$ cat config.mk
export PLATFORM = sky130hd
export DESIGN_NAME = board_detect_scan_flat
export DESIGN_NICKNAME = d
export VERILOG_FILES = /design/src/rtl/board_detect_if.sv /design/src/rtl/board_detect_scan.sv /design/src/flat_wrapper.sv
export SDC_FILE = /design/constraint.sdc
export NUM_CORES = 1
export LEC_CHECK = 0
export ABC_AREA = 1
export CORE_AREA = 4 4 294 296
export DETAILED_ROUTE_END_ITERATION = 7
export DIE_AREA = 0 0 298 300
export GPL_TIMING_DRIVEN = 0
export PLACE_DENSITY_LB_ADDON = 0.1
export SYNTH_ARGS = -nofsm -noshare
export SYNTH_HDL_FRONTEND = slang
export SYNTH_SLANG_ARGS = --single-unit
$ cat constraint.sdc
create_clock -name sysclk -period 2.4 [get_ports sysclk]
set_input_delay 0.6 -clock sysclk [delete_from_list [all_inputs] [get_ports sysclk]]
set_output_delay 0.6 -clock sysclk [all_outputs]
set_load 0.01 [all_outputs]
$ cat src/rtl/board_detect_if.sv
// Board-detection result bus.
//
// Carries the software rescan request into the detection engine and the
// detection results back out to the chan-0 register mux.
//
//   master : the detection engine (drives results, receives rescan)
//   slave  : the register mux / consumer (drives rescan, reads results)
//
// Signals
//   rescan       1-cycle pulse, restart detection
//   busy         engine is settling, sampling or matching
//   done         detection finished, results valid (level)
//   match_vec    bit k set when the snapshot satisfies signature k
//   board_valid  at least one signature matched, qualified by done
//   board_type   lowest matching signature index, else 0
//   ambiguous    more than one signature matched
//   stable_err   IO lines never settled within the timeout
//   io_snapshot  latched stable IO value
//   scan_count   completed scans, saturating at 255
//   changed      sticky recheck-mismatch flag (0 when recheck is not built)
interface board_detect_if #(
    parameter int IO_WIDTH   = 74,
    parameter int NUM_BOARDS = 4
);
    localparam int TYPE_W = (NUM_BOARDS > 1) ? $clog2(NUM_BOARDS) : 1;

    logic                  rescan;
    logic                  busy;
    logic                  done;
    logic [NUM_BOARDS-1:0] match_vec;
    logic                  board_valid;
    logic [TYPE_W-1:0]     board_type;
    logic                  ambiguous;
    logic                  stable_err;
    logic [IO_WIDTH-1:0]   io_snapshot;
    logic [7:0]            scan_count;
    logic                  changed;

    modport master (
        input  rescan,
        output busy, done, match_vec, board_valid, board_type, ambiguous,
               stable_err, io_snapshot, scan_count, changed
    );

    modport slave (
        output rescan,
        input  busy, done, match_vec, board_valid, board_type, ambiguous,
               stable_err, io_snapshot, scan_count, changed
    );
endinterface

$ cat src/rtl/board_detect_scan.sv
// Timed board-detection engine.
//
// Synchronises the J1/J2 IO lines, waits a settle period, then waits for
// STABLE_SAMPLES consecutive identical samples before matching the captured
// snapshot against run-time zero/one signature masks. Signature 0 has the
// highest priority. Software can restart detection with a rescan pulse.
//
// Ports
//   sysclk      system clock
//   reset_n     asynchronous active-low reset
//   io_in       raw IO pins (asynchronous to sysclk)
//   zero_masks  slice k: bits that must read 0 for board k
//   one_masks   slice k: bits that must read 1 for board k
//   bus         result bus (master side), see board_detect_if
//
// Optional feature: define BOARD_DETECT_RECHECK_EN to periodically re-sample
// the IO lines in DONE and raise the sticky 'changed' flag if they no longer
// agree with the snapshot. Without it 'changed' is tied low.
module board_detect_scan #(
    parameter int IO_WIDTH       = 74,
    parameter int NUM_BOARDS     = 4,
    parameter int SETTLE_CYCLES  = 4096,
    parameter int STABLE_SAMPLES = 8,
    parameter int TIMEOUT_CYCLES = 65536,
    parameter int RECHECK_CYCLES = 1 << 20
) (
    input  logic                             sysclk,
    input  logic                             reset_n,
    input  logic [IO_WIDTH-1:0]              io_in,
    input  logic [NUM_BOARDS*IO_WIDTH-1:0]   zero_masks,
    input  logic [NUM_BOARDS*IO_WIDTH-1:0]   one_masks,
    board_detect_if.master                   bus
);
    localparam int TYPE_W = (NUM_BOARDS > 1) ? $clog2(NUM_BOARDS) : 1;
    localparam int MAX_AB = (SETTLE_CYCLES > STABLE_SAMPLES) ? SETTLE_CYCLES : STABLE_SAMPLES;
    localparam int MAX_CD = (TIMEOUT_CYCLES > RECHECK_CYCLES) ? TIMEOUT_CYCLES : RECHECK_CYCLES;
    localparam int MAX_P  = (MAX_AB > MAX_CD) ? MAX_AB : MAX_CD;
    localparam int CNT_W  = $clog2(MAX_P) + 1;

    localparam logic [CNT_W-1:0] SETTLE_LAST  = CNT_W'(SETTLE_CYCLES - 1);
    localparam logic [CNT_W-1:0] STABLE_LAST  = CNT_W'(STABLE_SAMPLES - 1);
    localparam logic [CNT_W-1:0] TIMEOUT_LAST = CNT_W'(TIMEOUT_CYCLES - 1);

    typedef enum logic [1:0] {
        S_SETTLE,
        S_SAMPLE,
        S_MATCH,
        S_DONE
    } state_t;

    state_t state, state_nxt;

    logic [IO_WIDTH-1:0]   sync_meta;
    logic [IO_WIDTH-1:0]   sync_io;
    logic [IO_WIDTH-1:0]   prev;
    logic                  primed;
    logic [CNT_W-1:0]      cnt;
    logic [CNT_W-1:0]      stab;
    logic [CNT_W-1:0]      tcnt;
    logic                  stable_hit;
    logic                  timeout_hit;
    logic [NUM_BOARDS-1:0] match_calc;
    logic [TYPE_W-1:0]     type_calc;
    logic                  amb_calc;

    // Two-flop synchroniser for the asynchronous IO pins.
    always_ff @(posedge sysclk or negedge reset_n) begin
        if (!reset_n) begin
            sync_meta <= '0;
            sync_io   <= '0;
        end else begin
            sync_meta <= io_in;
            sync_io   <= sync_meta;
        end
    end

    // stab counts agreements with the previous sample, so STABLE_LAST
    // agreements mean STABLE_SAMPLES identical samples in a row. A stable
    // run wins over a timeout landing on the same cycle.
    assign stable_hit  = primed && (stab == STABLE_LAST);
    assign timeout_hit = (tcnt == TIMEOUT_LAST);

    always_ff @(posedge sysclk or negedge reset_n) begin
        if (!reset_n) state <= S_SETTLE;
        else          state <= state_nxt;
    end

    // Rescan overrides every other transition, including the hold in DONE.
    always_comb begin
        state_nxt = state;
        case (state)
            S_SETTLE: if (cnt == SETTLE_LAST) state_nxt = S_SAMPLE;
            S_SAMPLE: begin
                if (stable_hit)       state_nxt = S_MATCH;
                else if (timeout_hit) state_nxt = S_DONE;
            end
            S_MATCH:  state_nxt = S_DONE;
            S_DONE:   state_nxt = S_DONE;
            default:  state_nxt = S_SETTLE;
        endcase
        if (bus.rescan) state_nxt = S_SETTLE;
    end

    // Signature match against the latched snapshot; only registered in MATCH,
    // so mask changes at any other time have no effect on the results.
    always_comb begin
        match_calc = '0;
        for (int k = 0; k < NUM_BOARDS; k++) begin
            match_calc[k] = ((bus.io_snapshot & zero_masks[k*IO_WIDTH +: IO_WIDTH]) == '0) &&
                            ((~bus.io_snapshot & one_masks[k*IO_WIDTH +: IO_WIDTH]) == '0);
        end
        type_calc = '0;
        for (int k = NUM_BOARDS - 1; k >= 0; k--) begin
            if (match_calc[k]) type_calc = TYPE_W'(k);
        end
        amb_calc = ($countones(match_calc) > 1);
    end

`ifdef BOARD_DETECT_RECHECK_EN
    localparam logic [CNT_W-1:0] RECHECK_LAST = CNT_W'(RECHECK_CYCLES - 1);
    logic [CNT_W-1:0] rcnt;
    logic             changed_q;
    assign bus.changed = changed_q;
`else
    assign bus.changed = 1'b0;
`endif

    // Counters, sample tracking and result registers.
    // The snapshot takes 'prev', which holds the value the stable run agreed on.
    // Recheck is skipped after a timeout since no snapshot was ever captured.
    always_ff @(posedge sysclk or negedge reset_n) begin
        if (!reset_n) begin
            cnt             <= '0;
            stab            <= '0;
            tcnt            <= '0;
            primed          <= 1'b0;
            prev            <= '0;
            bus.io_snapshot <= '0;
            bus.match_vec   <= '0;
            bus.board_type  <= '0;
            bus.ambiguous   <= 1'b0;
            bus.stable_err  <= 1'b0;
`ifdef BOARD_DETECT_RECHECK_EN
            rcnt            <= '0;
            changed_q       <= 1'b0;
`endif
        end else if (bus.rescan) begin
            cnt             <= '0;
            stab            <= '0;
            tcnt            <= '0;
            primed          <= 1'b0;
            bus.io_snapshot <= '0;
            bus.match_vec   <= '0;
            bus.board_type  <= '0;
            bus.ambiguous   <= 1'b0;
            bus.stable_err  <= 1'b0;
`ifdef BOARD_DETECT_RECHECK_EN
            rcnt            <= '0;
            changed_q       <= 1'b0;
`endif
        end else begin
            case (state)
                S_SETTLE: begin
                    cnt    <= (cnt == SETTLE_LAST) ? '0 : cnt + 1'b1;
                    stab   <= '0;
                    tcnt   <= '0;
                    primed <= 1'b0;
`ifdef BOARD_DETECT_RECHECK_EN
                    rcnt   <= '0;
`endif
                end
                S_SAMPLE: begin
                    prev   <= sync_io;
                    primed <= 1'b1;
                    if (!timeout_hit) tcnt <= tcnt + 1'b1;
                    if (primed && !stable_hit)
                        stab <= (sync_io == prev) ? stab + 1'b1 : '0;
                    if (stable_hit) begin
                        bus.io_snapshot <= prev;
                    end else if (timeout_hit) begin
                        bus.stable_err <= 1'b1;
                        bus.match_vec  <= '0;
                    end
                end
                S_MATCH: begin
                    bus.match_vec  <= match_calc;
                    bus.board_type <= type_calc;
                    bus.ambiguous  <= amb_calc;
                end
                S_DONE: begin
`ifdef BOARD_DETECT_RECHECK_EN
                    if (!bus.stable_err) begin
                        if (rcnt == RECHECK_LAST) begin
                            rcnt <= '0;
                            if (sync_io != bus.io_snapshot) changed_q <= 1'b1;
                        end else begin
                            rcnt <= rcnt + 1'b1;
                        end
                    end
`endif
                end
                default: ;
            endcase
        end
    end

    // Status flags follow the next state so busy/done line up with the state
    // register; they are registered so everything reads 0 while in reset.
    always_ff @(posedge sysclk or negedge reset_n) begin
        if (!reset_n) begin
            bus.busy       <= 1'b0;
            bus.done       <= 1'b0;
            bus.scan_count <= '0;
        end else begin
            bus.busy <= (state_nxt != S_DONE);
            bus.done <= (state_nxt == S_DONE);
            if ((state != S_DONE) && (state_nxt == S_DONE) && (bus.scan_count != 8'hFF))
                bus.scan_count <= bus.scan_count + 8'd1;
        end
    end

    assign bus.board_valid = bus.done & (|bus.match_vec);

endmodule

$ cat src/flat_wrapper.sv
// flat-port wrapper written by rule: the top's interface ports become plain ports
module board_detect_scan_flat 
#(
    parameter int IO_WIDTH       = 74,
    parameter int NUM_BOARDS     = 4,
    parameter int SETTLE_CYCLES  = 4096,
    parameter int STABLE_SAMPLES = 8,
    parameter int TIMEOUT_CYCLES = 65536,
    parameter int RECHECK_CYCLES = 1 << 20
)
  (sysclk, reset_n, io_in, zero_masks, one_masks, bus_rescan, bus_busy, bus_done, bus_match_vec, bus_board_valid, bus_board_type, bus_ambiguous, bus_stable_err, bus_io_snapshot, bus_scan_count, bus_changed);
  board_detect_if #(.IO_WIDTH(IO_WIDTH), .NUM_BOARDS(NUM_BOARDS)) bus_i ();
  input  logic sysclk;
  input  logic reset_n;
  input  logic [IO_WIDTH-1:0] io_in;
  input  logic [NUM_BOARDS*IO_WIDTH-1:0] zero_masks;
  input  logic [NUM_BOARDS*IO_WIDTH-1:0] one_masks;
  input wire logic [$bits(bus_i.rescan)-1:0] bus_rescan;
  output wire logic [$bits(bus_i.busy)-1:0] bus_busy;
  output wire logic [$bits(bus_i.done)-1:0] bus_done;
  output wire logic [$bits(bus_i.match_vec)-1:0] bus_match_vec;
  output wire logic [$bits(bus_i.board_valid)-1:0] bus_board_valid;
  output wire logic [$bits(bus_i.board_type)-1:0] bus_board_type;
  output wire logic [$bits(bus_i.ambiguous)-1:0] bus_ambiguous;
  output wire logic [$bits(bus_i.stable_err)-1:0] bus_stable_err;
  output wire logic [$bits(bus_i.io_snapshot)-1:0] bus_io_snapshot;
  output wire logic [$bits(bus_i.scan_count)-1:0] bus_scan_count;
  output wire logic [$bits(bus_i.changed)-1:0] bus_changed;
  assign bus_i.rescan = bus_rescan;
  assign bus_busy = bus_i.busy;
  assign bus_done = bus_i.done;
  assign bus_match_vec = bus_i.match_vec;
  assign bus_board_valid = bus_i.board_valid;
  assign bus_board_type = bus_i.board_type;
  assign bus_ambiguous = bus_i.ambiguous;
  assign bus_stable_err = bus_i.stable_err;
  assign bus_io_snapshot = bus_i.io_snapshot;
  assign bus_scan_count = bus_i.scan_count;
  assign bus_changed = bus_i.changed;
  board_detect_scan #(.IO_WIDTH(IO_WIDTH), .NUM_BOARDS(NUM_BOARDS), .SETTLE_CYCLES(SETTLE_CYCLES), .STABLE_SAMPLES(STABLE_SAMPLES), .TIMEOUT_CYCLES(TIMEOUT_CYCLES), .RECHECK_CYCLES(RECHECK_CYCLES)) u_core (.sysclk(sysclk), .reset_n(reset_n), .io_in(io_in), .zero_masks(zero_masks), .one_masks(one_masks), .bus(bus_i));
endmodule
==> summary.md, run 1 <==
Most frequent cell on the critical path: sky130_fd_sc_hd__nor2_4. 763 I/O pins were placed. The critical path class is reg -> reg. The run gives 0 as the final hold violation count. The area share of the largest cell type after synthesis was 48.57%; the count of cells along the worst register-to-register path was 14. The clock transition at the registers of the reported paths works out to 0.06 ns. On the worst path, the slowest cell contributes a delay of 0.58 ns.

The slew at the pin closest to its max-slew limit came out at 0.8069 ns. Of the cells placed in the final design, the portion with a size suffix greater than 1 is 13.34%. The checks that failed: setup timing.

The count of buffers added on input and output ports is 761. The biggest area contributor in the post-synthesis netlist is sky130_fd_sc_hd__dfrtp_1. Total detailed-routing wirelength: 161.2 mm. The total via count after detailed routing came out at 23560. The tools report the worst setup slack for register-to-register paths as -0.88 ns. VDD sags by at most 0.5070 mV.

By count the netlist is led by 1051 x sky130_fd_sc_hd__nand2_1, 380 x sky130_fd_sc_hd__dfrtp_1, 327 x sky130_fd_sc_hd__inv_1. Counting flops with an async set or reset pin after synthesis yields a share of 100.0%. In this run the core area contains 106 standard-cell rows. The clock network power share was 45.8%; the detailed placer's ending HPWL was 130.9 mm. The mapped netlist covers 0.01958 mm^2. For the placed instance count, the log shows 4476.

The most used flip-flop cell after synthesis is sky130_fd_sc_hd__dfrtp_1. Yosys instantiated no cell more often than sky130_fd_sc_hd__nand2_1. Walking the worst path, the cells encountered are nand2_1 -> nand2_1 -> nor2_4 -> nand3b_1 -> nor2_4 -> nand2_2 -> nor2_4 -> nand3_4 -> inv_1 -> ha_4 -> nand2_2 -> fa_1 -> a21oi_2 -> a21o_1. The number of pins with negative max-slew slack in the final report is 0. After detailed routing, the average wire length per cell comes to 33.79 um. The worst path setup slack after routing was -0.8784 ns.

On the final layout, the worst clock skew is 0.03030 ns. Entering global routing, the biggest net connects 116 pins. The latest clock arrival within the worst-skew pair was 0.59 ns; the count of unique library cells instantiated by Yosys was 51. The number of global-route vias before repair came out at 22530. Clock root buffer: sky130_fd_sc_hd__clkbuf_16.

The logs give 3.73 ns for the arrival time reported for the critical path endpoint and 15.73 mW for the overall power consumption. The run gives 2788 as the count of routing violations after the opening detailed-route iteration. Setup repair after global routing could not meet its margin everywhere.

Buffers inserted during clock tree synthesis total 45. The run gives 12.0% as the power share of the combinational group. TritonCTS built the clock tree. For this run the aggregate overflow at the end of global routing stands at 0. The share of total power consumed by net switching works out to 24.30%. The tool flagged a number of max-cap violations equal to 0. The run finished, with violations left. The first TritonRoute pass finished after 7 iterations.

The post-route antenna net violation count came out at 0. In this run the deepest clock path goes through 3 buffers. In this run the critical register-to-register path is launched from u_core.bus.io_snapshot[8].

The detailed-route vias per instance was 4.937; the net switching power was 3.824 mW. The effective utilization at floorplan came out at 23.43%. The kind of cell with the highest combined delay along the critical path is simple AND/OR/NAND/NOR gates.

For this design the static power due to leakage is 14.72 nW. Synthesis produced a netlist with a net count of 3310. Setup violations remaining at the end of the flow were counted as 8. Measured on the finished design, the core utilization comes to 38.99%.

Once layout is complete, the cells apart from fillers number 4772. The part of the total power dissipated in sequential elements is 42.3%, and the final clock period utilization by the worst path is 136.6%. Clock tree synthesis found a total of 380 sinks. Data on the critical path is required at its endpoint by 2.85 ns. The tools report the maximum achievable frequency as 305.0 MHz. The die covers 0.08940 mm^2. The initial antenna violation count is 49. After synthesis, the cell types taking the most area are sky130_fd_sc_hd__dfrtp_1 49%, sky130_fd_sc_hd__nand2_1 20%, sky130_fd_sc_hd__inv_1 6.3%. Number of enable-type register cells in the synthesized netlist: 0.

The buffering stage count on the worst path with inverters included is 1. Kind of capture point of the worst setup path: a flip-flop. The Yosys step of the flow raised 0 warnings. The power density over cell area came out at 482.9 mW/mm^2. After the last flow step, the layout net total stands at 4311. Routability-driven placement finished with a final weighted congestion of 1.009. The standard cell with the maximum stage delay on the critical path was sky130_fd_sc_hd__dfrtp_4. For the final routed DRC violation total, the log shows 0.

The post-synthesis area per instance is 7.439 um^2, and the area inside the core boundary is 0.08356 mm^2. The area added between synthesis and finish works out to 66.39%. STA classifies the critical path startpoint as a flip-flop. The critical path runs through a total of 14 cells. In this run the worst hold path is classified as reg -> reg.

The critical path ends at u_core.bus.ambiguous. The post-synthesis sequential element count came out at 380. Total number of H-tree levels: 2. Floorplan die width: 298 um.

Measured along the y axis, the die boundary spans 300 um. For the internal power summed over all cells, the log shows 11.91 mW. The tools report the total global routing track utilization as 34.68%. The maximum net fanout on the critical path was 5; the cell count after synthesis was 2632. For the first-pass GRT wire length, the log shows 206.6 mm. Measured against its own limit, the worst slew margin works out to 46.01%.

The clock period minus final worst setup slack is 3.278 ns. The critical path starts at u_core.bus.io_snapshot[8]. Sequential cells were found to cover 48.57% of the synthesized design area.

In this run the critical register-to-register path is captured at u_core.bus.ambiguous.
[state kept, by name (all words and copies together), names as in the netlist]
register and cells:
u_core.sync_meta 74, u_core.cnt 21, u_core.bus.board_type 2, u_core.prev 74
u_core.bus.done 1, u_core.bus.match_vec 4, u_core.sync_io 74, u_core.bus.io_snapshot 74
u_core.bus.ambiguous 1, u_core.state 2, u_core.primed 1, u_core.tcnt 21
u_core.stab 21, u_core.bus.scan_count 8, u_core.bus.stable_err 1, u_core.bus.busy 1
[timing repair]
action | in CTS | in global routing
pin swaps | 16 | 20
endpoints found under the setup margin | 104 | 52
endpoints found under the hold margin | 2 | 0
setup buffers | 165 | 24
resized for setup | 263 | 33
hold buffers | 1 | 0
cloned | 0 | 0
[layout make-up]
class,instances,area (um^2)
diodes,26,65.06
plain buffers,43,264.0
clock buffers,57,1242
clock inverters,23,292.8
fillers,8763,50980
inverters,333,1410
multi-input cells,1876,8901
flip-flops and latches,380,9702
well taps,1080,1351
repair buffers,954,9351
[worst min path at each step]
| stage | start | cells after the start | slack (ns) | to |
|---|---|---|---|---|
| global placement | u_core.sync_meta[30] | 0 | 0.33 | u_core.sync_io[30] |
| global route | u_core.sync_meta[69] | 0 | 0.35 | u_core.sync_io[69] |
| floorplan | reset_n | 0 | 0.30 | u_core.bus.ambiguous |
| CTS | u_core.sync_meta[69] | 0 | 0.35 | u_core.sync_io[69] |
| detailed placement | u_core.sync_meta[16] | 0 | 0.33 | u_core.sync_io[16] |
| finish | u_core.sync_meta[69] | 0 | 0.35 | u_core.sync_io[69] |
[layer usage]
metal  wire length [um]  global-route usage, %  up-vias
met5                172                      0        -
met4              10450                  18.40       24
met3              14670                  9.221      305
met2              71330                  54.60     1382
met1              64610                  43.64    11430
li1                   -                      -    10420
[power groups by stage]
stage               Sequential, mW  Combinational [mW]  Clock, mW
detailed placement            6.76                1.84          0
global placement              6.78                1.82          0
global route                  6.65                2.00       7.64
floorplan                     6.70               0.342          0
CTS                           6.64                1.87       7.37
finish                        6.65                1.88       7.21
[placed cells by master, fill, tap and decap left out, drive strengths merged, types with 35 or more instances in the layout]
| cell type | n |
|---|---|
| nand2 | 1056 |
| clkdlybuf4s50 | 730 |
| dfrtp | 380 |
| inv | 293 |
| nor2 | 246 |
| buf | 216 |
| o21ai | 117 |
| o22ai | 84 |
| nand3 | 78 |
| clkbuf | 77 |
| nand4 | 70 |
| clkinvlp | 44 |
| a21oi | 35 |
[worst reg2reg max path, stage by stage, from the launching register on]
cell,delay (ns)
sky130_fd_sc_hd__dfrtp_4,0.58
sky130_fd_sc_hd__nand2_1,0.15
sky130_fd_sc_hd__nand2_1,0.10
sky130_fd_sc_hd__nor2_4,0.28
sky130_fd_sc_hd__nand3b_1,0.19
sky130_fd_sc_hd__nor2_4,0.31
sky130_fd_sc_hd__nand2_2,0.11
sky130_fd_sc_hd__nor2_4,0.15
sky130_fd_sc_hd__nand3_4,0.17
sky130_fd_sc_hd__inv_1,0.16
sky130_fd_sc_hd__ha_4,0.14
sky130_fd_sc_hd__nand2_2,0.05
sky130_fd_sc_hd__fa_1,0.53
sky130_fd_sc_hd__a21oi_2,0.07
sky130_fd_sc_hd__a21o_1,0.15
[cells by family after synthesis]
| group | share of synthesized area [%] |
|---|---|
| adders and majority gates | 0.6135 |
| other | 0.01915 |
| buffers and inverters | 7.700 |
| xor gates and xnor gates | 1.968 |
| AOI/OAI and AO/OA | 9.681 |
| DFF | 48.57 |
| and+or+nand+nor | 31.45 |
[through the flow]
| stage | TNS [ns] | cell area (um^2) | hold WS, ns | worst slack (ns) |
|---|---|---|---|---|
| after floorplan | -0.1401 | 19580 | 0.3044 | -0.1401 |
| after global placement | -6589.56 | 28550 | 0.3334 | -17.19 |
| after detailed placement | -72.54 | 28640 | 0.3347 | -2.630 |
| after CTS | -2.780 | 32160 | 0.3457 | -0.8668 |
| after global routing | -4.587 | 32550 | 0.3491 | -0.8972 |
| final | -2.343 | 32580 | 0.3457 | -0.8784 |
Power figures use the tool's default switching activity.
==> run 2, diff against run 1 <==
--- a/config.mk
+++ b/config.mk
@@ -6,6 +6,7 @@
 export NUM_CORES = 1
 export LEC_CHECK = 0
 export ABC_AREA = 1
+export CAP_MARGIN = 15
 export CORE_AREA = 4 4 294 296
 export DETAILED_ROUTE_END_ITERATION = 7
 export DIE_AREA = 0 0 298 300
==> results of run 2 <==
The final DEF is identical to that of run 1; final timing and power are the same.
==> run 3, diff against run 2 <==
--- a/config.mk
+++ b/config.mk
@@ -12,6 +12,7 @@
 export DIE_AREA = 0 0 298 300
 export GPL_TIMING_DRIVEN = 0
 export PLACE_DENSITY_LB_ADDON = 0.1
+export SKIP_LAST_GASP = 1
 export SYNTH_ARGS = -nofsm -noshare
 export SYNTH_HDL_FRONTEND = slang
 export SYNTH_SLANG_ARGS = --single-unit
==> summary.md, run 3 (synthesized netlist as in run 1, its figures left out) <==
For the largest voltage drop on the vdd net, the log shows 0.5036 mV (-0.67%). Final routed DRC violation total: 0 (unchanged). The count of clock tree sinks came out at 380 (unchanged). The number of buffers inserted by port buffering is 761 (unchanged). For the total number of H-tree levels, the log shows 2 (unchanged). The slowest stage of the critical path belongs to the cell sky130_fd_sc_hd__clkdlybuf4s50_1. Worst path required time: 2.90 ns (+0.05 ns). The run gives 5 (-2) as the first-pass iteration count of the detailed router. By instance count, the cell type seen most on the critical path is sky130_fd_sc_hd__nand2_1. The worst setup skew after layout is 0.02869 ns (-0.001614 ns), and the detailed-route vias per instance is 4.918 (-0.38%).

The setup path with the least slack is of type in -> reg. For the detailed placer's ending HPWL, the log shows 130.9 mm (unchanged). The worst setup path is captured at a flip-flop. Setup repair after global routing could not meet its margin everywhere. The initial antenna violation count came out at 49 (unchanged). The area inside the core boundary was 0.08356 mm^2 (unchanged); the total global routing track utilization was 34.68% (about the same). The final hold violation count was 0 (unchanged); the internal power summed over all cells was 11.91 mW (about the same).

The largest net degree at the start of global routing was 116 (unchanged); the ratio of cells with drive above 1 in the final layout was 13.99% (+0.66 points). The count of boundary I/O pins was 763 (unchanged); the power density over cell area was 481.6 mW/mm^2 (-0.27%). The overall power consumption is 15.75 mW (about the same), and the clock transition at the registers of the reported paths is 0.06 ns (about the same).

The total via count after detailed routing was 23510 (-0.21%); the post-detailed-route wirelength per cell was 33.69 um (-0.29%). First-pass GRT wire length: 206.6 mm (about the same). The count of routing violations after the opening detailed-route iteration was 2580 (-7.5%). The effective utilization at floorplan is 23.43% (unchanged), and the count of nets after finishing is 4325 (+0.32%). The worst setup path is launched from an input pin. The post-route antenna net violation count was 0 (unchanged). The leading cell type in the layout, fill and taps excluded was sky130_fd_sc_hd__nand2_1. Final estimated routing congestion in global placement: 1.009 (unchanged). The logs give -2.247 ns (+0.09575 ns) for the final total negative setup slack and 0 (unchanged) for the total congestion overflow after global routing. Number of endpoints failing setup at the final stage: 8 (unchanged).

In this run the clock root is driven by a sky130_fd_sc_hd__clkbuf_16. For the power share of the combinational group, the log shows 12.0% (about the same). In this run the worst hold path is classified as reg -> reg. TritonCTS built the clock tree. The final core area utilization was 39.13% (+0.14 points); the worst max-slew margin expressed relative to the limit was 47.83% (+1.8 points). For the worst path setup slack after routing, the log shows -0.8978 ns (-0.01940 ns). The clock network power share is 45.8% (about the same), and the leakage power of the design is 14.81 nW (+0.58%).

The tools report the total CTS buffers as 45 (unchanged). The maximum achievable frequency was 303.2 MHz (-0.59%). The run finished, with violations left. The die extent in y was 300 um (unchanged); the buffering stage count on the worst path with inverters included was 2 (+1).

The run gives 0.02864 mm^2 (unchanged) as the cell area after placement. The clock period minus final worst setup slack works out to 3.298 ns (+0.01940 ns). The slew at the pin closest to its max-slew limit was 0.7825 ns (-0.02442 ns). The total of max-cap violations is 0 (unchanged), and the maximum net fanout on the critical path is 4 (-1). The arrival time reported for the critical path endpoint is 3.80 ns (+0.07 ns).

The net switching power was 3.837 mW (+0.35%). The checks that failed: setup timing. The stage delay of the slowest cell on the critical path was 0.51 ns (-0.07 ns); the number of pins with negative max-slew slack in the final report was 0 (unchanged).

Leaving out fill and tap cells, the most frequent cells in the layout are 1031 x sky130_fd_sc_hd__nand2_1, 729 x sky130_fd_sc_hd__clkdlybuf4s50_1, 309 x sky130_fd_sc_hd__dfrtp_1, 280 x sky130_fd_sc_hd__inv_1, 218 x sky130_fd_sc_hd__nor2_1. Total detailed-routing wirelength: 161.0 mm (-0.12%). The full die area is 0.08940 mm^2 (unchanged), and the floorplan die width is 298 um (unchanged). The logs give 0.59 ns (about the same) for the latest clock arrival within the worst-skew pair and 106 (unchanged) for the row count. The final clock period utilization by the worst path works out to 137.4% (+0.81 points). The area growth from synthesis to layout is 67.00%.

The buffer depth of the longest clock path is 3 (unchanged). Traced cell by cell, the critical path runs through clkdlybuf4s50_1 -> nand2_1 -> nand2_1 -> nor2_1 -> nand4_1 -> nor2_1 -> nand2_1 -> nor2_2 -> nand3_4 -> inv_1 -> ha_1 -> nand2_1 -> fa_1 -> a21oi_2 -> a21o_1. On the critical path the largest part of the delay comes from simple AND/OR/NAND/NOR gates. The part of the total power dissipated in sequential elements was 42.2% (about the same); the number of global-route vias before repair was 22540 (+0.027%). The share of total power consumed by net switching is 24.37% (+0.061 points). The post-layout instance area was 0.03270 mm^2 (+0.36%).
## run 3: changes by cell type in the layout (fill, tap and decap cells not counted), moves of 2 or more
cell,before,now
sky130_fd_sc_hd__nand2_1,1034,1031
sky130_fd_sc_hd__nor2_1,223,218
sky130_fd_sc_hd__diode_2,26,20
sky130_fd_sc_hd__buf_4,166,181
sky130_fd_sc_hd__nor2_2,12,16
sky130_fd_sc_hd__inv_1,282,280
sky130_fd_sc_hd__clkinvlp_4,44,46
sky130_fd_sc_hd__nand2_2,21,23
sky130_fd_sc_hd__nor3_2,1,3
## run 3: power groups by stage
stage	Sequential (mW)	Clock [mW]	Combinational [mW]
floorplan	6.70	0	0.342
global placement	6.78	0	1.82
detailed placement	6.76	0	1.84
CTS	6.64	7.37	1.87
global route	6.65	7.64	2.00
finish	6.65	7.22	1.89
## run 3: what timing repair did
action                                  4_1_cts  5_1_grt
setup buffers                               165       40
cloned                                        0        0
endpoints found under the setup margin      104       52
hold buffers                                  1        0
pin swaps                                    16       22
endpoints found under the hold margin         2        0
resized for setup                           261       54
## run 3: worst paths after layout
path | start | to | slack (ns) | cells after the start
worst max register to register | u_core.bus.io_snapshot[53] | u_core.bus.ambiguous | -0.86 | 14
max in group asynchronous | reset_n | u_core.bus.io_snapshot[73] | 0.32 | 4
min in group asynchronous | reset_n | u_core.sync_meta[14] | 0.60 | 2
worst min register to register | u_core.sync_meta[69] | u_core.sync_io[69] | 0.35 | 0
worst max-delay path | zero_masks[95] | u_core.bus.ambiguous | -0.90 | 15
worst min-delay path | u_core.sync_meta[69] | u_core.sync_io[69] | 0.35 | 0
## run 3: routing by layer
layer	vias to the layer above	part of all wire (%)	global-route usage (%)
li1	10440	-	-
met1	11370	40	43.64
met2	1316	44	54.60
met3	348	8.8	9.221
met4	32	6.6	18.40
met5	-	0.20	0
## run 3: cell type report
cell class              instances  area, um^2
clock inverters                23       292.8
well taps                    1080        1351
fillers                      8751       50860
multi-input cells            1876        8929
diodes                         20       50.05
repair buffers                968        9447
clock buffers                  57        1242
inverters                     333        1418
flip-flops and latches        380        9706
plain buffers                  43       264.0
## run 3: per-stage QoR
step	setup slack [ns]	hold WS (ns)	cells
after floorplan	-0.1401	0.3044	2632
final	-0.8978	0.3451	4780
after CTS	-0.8694	0.3457	4722
after detailed placement	-2.630	0.3347	4476
after global routing	-0.8786	0.3491	4773
after global placement	-17.19	0.3334	4473
